<file path="config.mk">
export PLATFORM = sky130hd
export DESIGN_NAME = mc_datapath_hs
export DESIGN_NICKNAME = d
export VERILOG_FILES = /design/src/rtl/mc_dp_pkg.sv /design/src/rtl/mem_handshake.sv /design/src/rtl/mc_datapath_hs.sv
export SDC_FILE = /design/constraint.sdc
export NUM_CORES = 2
export LEC_CHECK = 0
export CORE_MARGIN = 8
export CORE_UTILIZATION = 45
export CTS_CLUSTER_SIZE = 25
export DETAILED_ROUTE_END_ITERATION = 16
export HOLD_SLACK_MARGIN = 0.06
export MAX_ROUTING_LAYER = met4
export PLACE_DENSITY_LB_ADDON = 0.1
export SYNTH_ARGS = -nofsm -noshare
export SYNTH_HDL_FRONTEND = slang
export SYNTH_SLANG_ARGS = --single-unit
</file>
<file path="constraint.sdc">
create_clock -name clk -period 7.3 [get_ports clk]
set_clock_uncertainty 0.2 [all_clocks]
set_input_delay 1.46 -clock clk [delete_from_list [all_inputs] [get_ports clk]]
set_output_delay 1.46 -clock clk [all_outputs]
set_load 0.03 [all_outputs]
</file>
<file path="src/rtl/mc_dp_pkg.sv">
// Shared encodings for the handshaked multicycle datapath.
package mc_dp_pkg;

    typedef enum logic [1:0] {
        PCSRC_ALU    = 2'd0,
        PCSRC_ALUOUT = 2'd1,
        PCSRC_JMP    = 2'd2,
        PCSRC_RSVD   = 2'd3
    } pc_src_e;

    typedef enum logic [1:0] {
        SRCB_B      = 2'd0,
        SRCB_FOUR   = 2'd1,
        SRCB_IMM    = 2'd2,
        SRCB_IMM_SH = 2'd3
    } alusrcb_e;

    typedef enum logic {
        MEM_IDLE = 1'b0,
        MEM_WAIT = 1'b1
    } mem_state_e;

    // ALU operation encoding shared with the controller
    localparam logic [2:0] ALU_AND = 3'b000;
    localparam logic [2:0] ALU_OR  = 3'b001;
    localparam logic [2:0] ALU_ADD = 3'b010;
    localparam logic [2:0] ALU_SUB = 3'b110;
    localparam logic [2:0] ALU_SLT = 3'b111;

endpackage

</file>
<file path="src/rtl/mem_handshake.sv">
// Memory req/ready sequencer: owns request, stall, wait counter and timeout.
module mem_handshake
    import mc_dp_pkg::*;
#(
    parameter int MAX_WAIT = 15
) (
    input  logic clk,
    input  logic reset,
    input  logic mem_step,
    input  logic mem_ready,
    output logic mem_req,
    output logic stall,
    output logic done,
    output logic timeout
);

    localparam int CW = $clog2(MAX_WAIT + 2);
    localparam logic [CW-1:0] CNT_SAT = CW'(MAX_WAIT + 1);
    localparam logic [CW-1:0] CNT_LIM = CW'(MAX_WAIT);

    mem_state_e    state, state_nx;
    logic [CW-1:0] cnt;

    // Next state and request/stall decode; reset forces the request off
    always_comb begin
        state_nx = state;
        mem_req  = 1'b0;
        stall    = 1'b0;
        if (!reset) begin
            case (state)
                MEM_IDLE: begin
                    if (mem_step) begin
                        mem_req = 1'b1;
                        if (!mem_ready) begin
                            stall    = 1'b1;
                            state_nx = MEM_WAIT;
                        end
                    end
                end
                MEM_WAIT: begin
                    mem_req = 1'b1;
                    stall   = !mem_ready;
                    if (mem_ready) state_nx = MEM_IDLE;
                end
                default: state_nx = MEM_IDLE;
            endcase
        end
    end

    assign done = mem_req & mem_ready;

    // Sequencer state register
    always_ff @(posedge clk) begin
        if (reset) state <= MEM_IDLE;
        else       state <= state_nx;
    end

    // Count stalled cycles of a request; sticky timeout once the count passes MAX_WAIT
    always_ff @(posedge clk) begin
        if (reset) begin
            cnt     <= '0;
            timeout <= 1'b0;
        end else if (stall) begin
            if (cnt != CNT_SAT) cnt <= cnt + 1'b1;
            if (cnt >= CNT_LIM) timeout <= 1'b1;
        end else begin
            cnt <= '0;
        end
    end

endmodule

</file>
<file path="src/rtl/mc_datapath_hs.sv">
// Parametrised multicycle MIPS datapath with a stalling memory handshake.
module mc_datapath_hs
    import mc_dp_pkg::*;
#(
    parameter int              XLEN     = 32,
    parameter int              NREG     = 32,
    parameter logic [XLEN-1:0] RESET_PC = '0,
    parameter int              MAX_WAIT = 15
) (
    input  logic            clk,
    input  logic            reset,
    input  logic            mem_step,
    input  logic            mem_write,
    input  logic            i_or_d,
    input  logic            ireg_enab,
    input  logic            pc_enab,
    input  logic [1:0]      pc_src,
    input  logic            alu_srcA,
    input  logic [1:0]      alu_srcB,
    input  logic            reg_dst,
    input  logic            mem_to_reg,
    input  logic            reg_write,
    input  logic [2:0]      alu_ctrl_sig,
    output logic [XLEN-1:0] mem_addr,
    output logic [XLEN-1:0] mem_wdata,
    output logic            mem_req,
    output logic            mem_we,
    input  logic [XLEN-1:0] mem_rdata,
    input  logic            mem_ready,
    output logic            stall,
    output logic            timeout,
    output logic            zero,
    output logic [31:0]     inst
);

    localparam int RW = $clog2(NREG);

    logic [XLEN-1:0] pc, data_reg, a_reg, b_reg, alu_out;
    logic [XLEN-1:0] src_a, src_b, alu_res, imm_se, jmp_tgt, pc_nx, wb_data, rd_a, rd_b;
    logic [XLEN-1:0] rf [NREG];
    logic [RW-1:0]   rs, rt, rd, wr_idx;
    logic            done;

    mem_handshake #(.MAX_WAIT(MAX_WAIT)) u_hs (
        .clk      (clk),
        .reset    (reset),
        .mem_step (mem_step),
        .mem_ready(mem_ready),
        .mem_req  (mem_req),
        .stall    (stall),
        .done     (done),
        .timeout  (timeout)
    );

    assign rs      = inst[21 +: RW];
    assign rt      = inst[16 +: RW];
    assign rd      = inst[11 +: RW];
    assign wr_idx  = reg_dst ? rd : rt;
    assign wb_data = mem_to_reg ? data_reg : alu_out;
    assign rd_a    = (rs == '0) ? '0 : rf[rs];
    assign rd_b    = (rt == '0) ? '0 : rf[rt];
    assign imm_se  = {{(XLEN-16){inst[15]}}, inst[15:0]};
    assign jmp_tgt = {pc[XLEN-1:28], inst[25:0], 2'b00};

    // Address and store data come from registers frozen during a stall
    assign mem_addr  = i_or_d ? alu_out : pc;
    assign mem_wdata = b_reg;
    assign mem_we    = mem_write & mem_req;
    assign zero      = (alu_res == '0);
    assign src_a     = alu_srcA ? a_reg : pc;

    // ALU B operand select
    always_comb begin
        src_b = b_reg;
        case (alu_srcB)
            SRCB_B:      src_b = b_reg;
            SRCB_FOUR:   src_b = XLEN'(4);
            SRCB_IMM:    src_b = imm_se;
            SRCB_IMM_SH: src_b = {imm_se[XLEN-3:0], 2'b00};
            default:     src_b = b_reg;
        endcase
    end

    // ALU, wrapping arithmetic
    always_comb begin
        alu_res = '0;
        case (alu_ctrl_sig)
            ALU_AND: alu_res = src_a & src_b;
            ALU_OR:  alu_res = src_a | src_b;
            ALU_ADD: alu_res = src_a + src_b;
            ALU_SUB: alu_res = src_a - src_b;
            ALU_SLT: alu_res = {{(XLEN-1){1'b0}}, ($signed(src_a) < $signed(src_b))};
            default: alu_res = '0;
        endcase
    end

    // PC source select; the reserved code holds the PC
    always_comb begin
        pc_nx = pc;
        case (pc_src)
            PCSRC_ALU:    pc_nx = alu_res;
            PCSRC_ALUOUT: pc_nx = alu_out;
            PCSRC_JMP:    pc_nx = jmp_tgt;
            default:      pc_nx = pc;
        endcase
    end

    // Architectural registers; everything but load capture freezes while stalled
    always_ff @(posedge clk) begin
        if (reset) begin
            pc       <= RESET_PC;
            inst     <= '0;
            data_reg <= '0;
            a_reg    <= '0;
            b_reg    <= '0;
            alu_out  <= '0;
        end else begin
            if (pc_enab && !stall) pc <= pc_nx;
            if (done && !mem_write) begin
                data_reg <= mem_rdata;
                if (ireg_enab) inst <= mem_rdata[31:0];
            end
            if (!stall) begin
                a_reg   <= rd_a;
                b_reg   <= rd_b;
                alu_out <= alu_res;
            end
        end
    end

    // Register file write; register 0 stays zero, contents are not reset
    always_ff @(posedge clk) begin
        if (reg_write && !stall && (wr_idx != '0)) rf[wr_idx] <= wb_data;
    end

endmodule

</file>
* After elaboration in Yosys (flattened, before gate mapping) *
Memories as Yosys holds them, arrays and structs flattened. A register that Yosys moved wholly into a read port is not among the register bits.
Cells that the tools add are included.

operators by class
  eq/ne operators = 10
  muxes and demuxes = 23
  add/sub/neg operators = 3
  bitwise operators = 7
  magnitude comparators = 2
  reductions and logical operators = 21

operators by type and width
  operator                                                                              number
  32-bit two-way mux                                                                    5
  32-bit one-hot mux with 5 select lines                                                1
  32-bit one-hot mux with 4 select lines                                                1
  32-bit one-hot mux with 3 select lines                                                1
  32-bit adder                                                                          1
  32-bit bitwise AND                                                                    1
  32-bit logical NOT                                                                    1
  32-bit < comparator                                                                   1
  32-bit bitwise OR                                                                     1
  32-bit subtractor                                                                     1
  5-bit two-way mux                                                                     5
  5-bit logical NOT                                                                     2
  1-bit two-way mux                                                                     7
  2-bit == test (second input constant)                                                 3
  3-bit == test (second input constant)                                                 2
  1-bit one-hot mux with 2 select lines                                                 3
  2-bit AND reduction                                                                   3
  5-bit by 1-bit adder with 5-bit output (second input constant)                        1
  5-bit by 4-bit greater-or-equal comparator with 1-bit output (second input constant)  1
  5-bit != test (second input constant)                                                 1
  5-bit nonzero test                                                                    1
  2-bit by 1-bit == test with 1-bit output (second input constant)                      2
  1-bit logical AND                                                                     4
  2-bit logical NOT                                                                     2
  other kinds (10)                                                                      15

storage, ports and cells
  word-level logic and storage cells = 77
  memory bits (writable) = 1024
  bits of input ports = 51
  bits in registers = 199
  output and inout bits = 101
  memories = 1

memory list
  name  depth  bits a word  read ports  clocked after memory_dff  write ports  RTL line              RTL
  rf    32     32           2           2                         1            mc_datapath_hs.sv:40  logic [XLEN-1:0] rf [NREG];

* Depth between registers and ports, before layout *
  depth after elaboration = 9
  depth in mapped cells = 17

* Cells and area by module *
From an unflattened synthesis, not the netlist that was laid out.

unflattened totals
  cells, all modules = 3747
  area, all modules = 60918.4 um2

modules (own cells, without submodules)
  module          instances  area each (um2)  cells each
  mc_datapath_hs  1          60575.6          3710
  mem_handshake   1          342.8            37

* Worst setup path after synthesis *
No wires, ideal clock.

  kind = in2out
  from = input port alu_srcB[1]
  to = output port zero
  arrival time = 5.811 ns
  path buffers = 2
  cell stages on the path = 17
  path slack = -0.171 ns
  path through = clkbuf_1 clkbuf_1 mux2i_1 nor2_1 ha_1 inv_1 fa_1 nand3b_1 a21oi_1 o211ai_1 and3_1 a31oi_1 a21oi_1 or3_1 a2111oi_0 nand4_1 nor4_2

between the ends
  cells in the longest elaborated chain, start to end = 5
  elaborated cells on any way between the ends = 12
  classes of those cells = add/sub (2); order compare (1); eq/ne (3); mux (2); bitwise (2); reduce/logical (2)

RTL lines
  element                                          RTL line              RTL
  start, declared                                  mc_datapath_hs.sv:19  input logic [1:0] alu_srcB,
  2-bit == test, or another cell as far along      mc_datapath_hs.sv:75  case (alu_srcB)
  32-bit one-hot mux with 4 select lines *         mc_datapath_hs.sv:75
  32-bit subtractor, or another cell as far along  mc_datapath_hs.sv:91  ALU_SUB: alu_res = src_a - src_b;
  32-bit one-hot mux with 5 select lines *         mc_datapath_hs.sv:87  case (alu_ctrl_sig)
  32-bit logical NOT *                             mc_datapath_hs.sv:69  assign zero = (alu_res == '0);
  end, declared                                    mc_datapath_hs.sv:32  output logic zero,

Every way passes the cells marked *; elsewhere a longest branch is shown, timed or not.

* Worst setup path in the final report *
Ends and elaborated chain as after synthesis.

==> impl_metrics.json <==
{
  "synth_most_common_cell": "edfxtp_1",
  "seq_power_share_pct": 48.2,
  "nets": 4490,
  "crit_path_start_kind": "input pin",
  "rr_worst_depth": 16,
  "end_kind": "output port",
  "port_buffers": 151,
  "timing.setup.tns_ns": 0,
  "drv_cap": 0,
  "clockPowerShare_pct": 42.6,
  "wl_um": 203000,
  "finalSetupViolations": 0,
  "grt_pass1_wl_um": 289000,
  "fin_crit_sh_pct": 99.2,
  "drt_iter0_markers": 4706,
  "hpwlAfterDp_um": 127000,
  "synth_common_cells": "1,024 x edfxtp_1, 640 x mux4_2, 283 x nor2_1, 247 x nand2_1, 237 x a21oi_1",
  "rows": 135,
  "slowest_stage": "a2111oi_4",
  "synth_seq_cells": 1233,
  "syn_avg_cell_area_um2": 15.8,
  "ctsHoldBuffers": 0,
  "r2r_end": "pc[30]",
  "worstMarginPinSlew_ns": 1.15,
  "cts_made_buffers": 137,
  "timing_hold_violations_final": 0,
  "synth_edf_count": 1024,
  "syn_area_um2": 61400,
  "worst-setup-path-type": "in2out",
  "synth-seq-area-share_pct": 56.9,
  "total_power_mw": 16.0,
  "vias": 39500,
  "drive_gt1_share_pct": 33.3,
  "cts.sinks": 1233,
  "clk_latency_ns": 0.77,
  "synth.largest_area_cell": "edfxtp_1",
  "cts-root-buf": "clkbuf_16",
  "crit_arrival_ns": 5.58,
  "p_int_mw": 12.2,
  "ant_nets": 0,
  "htreeDepth": 4,
  "cpPeakStageDelay_ns": 0.35,
  "top_register": "rf",
  "holdPathStages": 2,
  "synth_ff_type": "edfxtp_1",
  "hold_start": "data_reg[21]",
  "synth_area_leaders": "edfxtp_1 50%, mux4_2 23%, dfxtp_1 6.8%, ha_1 2.1%, a21oi_1 1.9%",
  "antenna_found_initial": 5,
  "start_util_pct": 45.4,
  "p_comb_share_pct": 9.2,
  "cp-startpoint": "alu_srcB[1]",
  "path_cells": "buf_6 > buf_12 > mux2_2 > o22a_1 > ha_4 > buf_4 > nor3_4 > a2111oi_4 > buf_4 > nor4b_2 > buf_4 > buf_4 > o311a_1 > a21oi_2 > xnor2_2 > o22ai_2 > nor4_4 > buf_4 > nand4_1 > nor4_4 > buf_12",
  "cp_max_fo": 5,
  "avgViaCountPerCell": 6.34,
  "clk_pin_slew_ns": 0.05,
  "ios": 152,
  "async_reset_ff_share_pct": 0,
  "slew_headroom_pct": 23.1,
  "synth_cell_types": 85,
  "status": "finished, final reports clean",
  "synthDominantCellAreaShare_pct": 50.0,
  "p_per_area_nw_per_um2": 221,
  "largest_reg_flops": 1024,
  "grt_pass1_vias": 39000,
  "cts_tree": "built",
  "critical_path_buf_inv_count": 8,
  "switching_share_pct": 23.8,
  "rrSetupSlack_ns": 2.90,
  "fill_cells": 11100,
  "die_y_um": 386,
  "clk_path_buf_depth": 3,
  "antenna_cells": 0,
  "track_usage_pct": 27.8,
  "p_leak_nw": 24.4,
  "dr.pass1.iters": 7,
  "ys_warn_count": 0,
  "netlist_instances": 3901,
  "crit_family": "compound AO/OA/AOI/OAI gates",
  "die_area_um2": 149000,
  "finalCriticalPeriod_ns": 7.24,
  "gp_congestion": 0.958,
  "grt_overflow_total": 0,
  "holdPathEnd": "data_reg[21]",
  "crit_required_ns": 5.64,
  "syn2layout_area_growth_pct": 18.3,
  "p_switching_mw": 3.82,
  "die_x_um": 386,
  "grt_max_degree": 109,
  "min_path_type": "reg2reg",
  "post_drt_wl_per_cell_um": 32.6,
  "timing.rr.start": "inst[15]",
  "final_max_slew_viol_count": 0,
  "core_area_um2": 135000,
  "route.detailed.drc": 0,
  "critPathMostFrequentCell": "buf_4",
  "vdd_drop_max_mv": 0.183,
  "fmaxAchievable_mhz": 138
}
[worst max path at each step]
| stage | cells after the start | endpoint |
|---|---|---|
| finish | 21 | zero |
| global route | 21 | zero |
| CTS | 18 | zero |
| detailed placement | 22 | zero |
| global placement | 22 | zero |
| floorplan | 17 | zero |
[worst register-to-register path, delay by kind of cell (launching register included)]
kind	cells	cell delay (ns)
simple gates	5	1.41
buf+inv	4	0.71
flops	1	0.62
fa+ha+maj	1	0.24
compound gates	6	1.17
[through the flow]
| step | hold slack, ns | cell area, um2 | cells | setup slack (ns) | utilization, % |
|---|---|---|---|---|---|
| 2_1_floorplan | 0.233 | 61600 | 3932 | 0.119 | - |
| 3_3_place_gp | 0.239 | 67600 | 5942 | -1.01 | 49.9 |
| 3_5_place_dp | 0.244 | 67600 | 5942 | -0.926 | 49.9 |
| 4_1_cts | 0.253 | 72400 | 6213 | 0.00496 | 53.5 |
| 5_1_grt | 0.273 | 72700 | 6223 | -0.0317 | 53.7 |
| 6_report | 0.251 | 72700 | 6223 | 0.0607 | 53.7 |
[cell usage in the layout (no fill, tap or decap), types with 12 or more instances in the layout]
cell type / synthesis / routed
nand3_1: 20 / 20
nand2_1: 247 / 246
mux2_2: 88 / 88
clkinv_2: 0 / 22
buf_12: 0 / 25
ha_1: 105 / 96
conb_1: 1 / 32
edfxtp_1: 1024 / 1024
clkbuf_1: 206 / 37
dfxtp_1: 209 / 199
a211oi_1: 40 / 36
clkbuf_16: 0 / 139
a221oi_1: 14 / 14
a21o_1: 26 / 26
o211ai_1: 28 / 28
a221o_1: 13 / 13
nor2_1: 283 / 251
a31oi_1: 12 / 12
clkdlybuf4s50_1: 0 / 143
o21ai_0: 59 / 48
mux2i_1: 116 / 112
mux4_2: 640 / 640
nand4_1: 20 / 20
nor2b_1: 15 / 15
inv_1: 112 / 111
xnor2_1: 14 / 13
buf_4: 3 / 376
clkinv_1: 0 / 24
a21oi_1: 237 / 226
nor2_4: 0 / 32
nor3_1: 36 / 33
nand2b_1: 15 / 15
a211o_1: 14 / 14
[power by group through the flow]
stage / clock network (mW) / logic [mW] / registers [mW]
finish: 6.83 / 1.48 / 7.72
global route: 7.20 / 1.57 / 7.72
CTS: 6.96 / 1.45 / 7.72
detailed placement: 0 / 1.39 / 7.87
global placement: 0 / 1.39 / 7.87
floorplan: 0 / 0.767 / 7.85
[cells by family (layout without fill, tap and decap cells)]
family,Yosys count,after routing,synth area share [%]
multiplexers,844,844,27.0
flip-flops,1233,1233,56.9
buffers and inverters,416,926,2.60
XOR/XNOR,18,18,0.257
adder cells (fa/ha/maj),107,107,2.20
other,1,32,0.00610
AO/OA/AOI/OAI,561,561,5.93
AND/OR/NAND/NOR,721,721,5.19
[final cells by class]
class	count	area [um2]	share of cell area [%]
multi-input cells	2283	25800	35.4
inverters	117	440	0.606
clock inverters	73	781	1.07
clock buffers	176	3620	4.97
well taps	1781	2230	3.06
repair buffers	560	4930	6.78
flip-flops and latches	1233	35000	48.1
[timing repair]
action,in CTS,in global routing
pin swaps,27,25
setup buffers,20,10
gates cloned,2,0
resized for setup,71,50
endpoints found under the setup margin,1,1
[layer usage]
layer / vias to the layer above / GRT usage, % / wire length (um)
li1: 16600 / - / -
met1: 20800 / 39.0 / 85700
met2: 1738 / 43.0 / 95800
met3: 282 / 4.32 / 16300
met4: 0 / 6.92 / 4930
met5: - / - / 0
No activity file was read; power rests on OpenSTA's default activity.
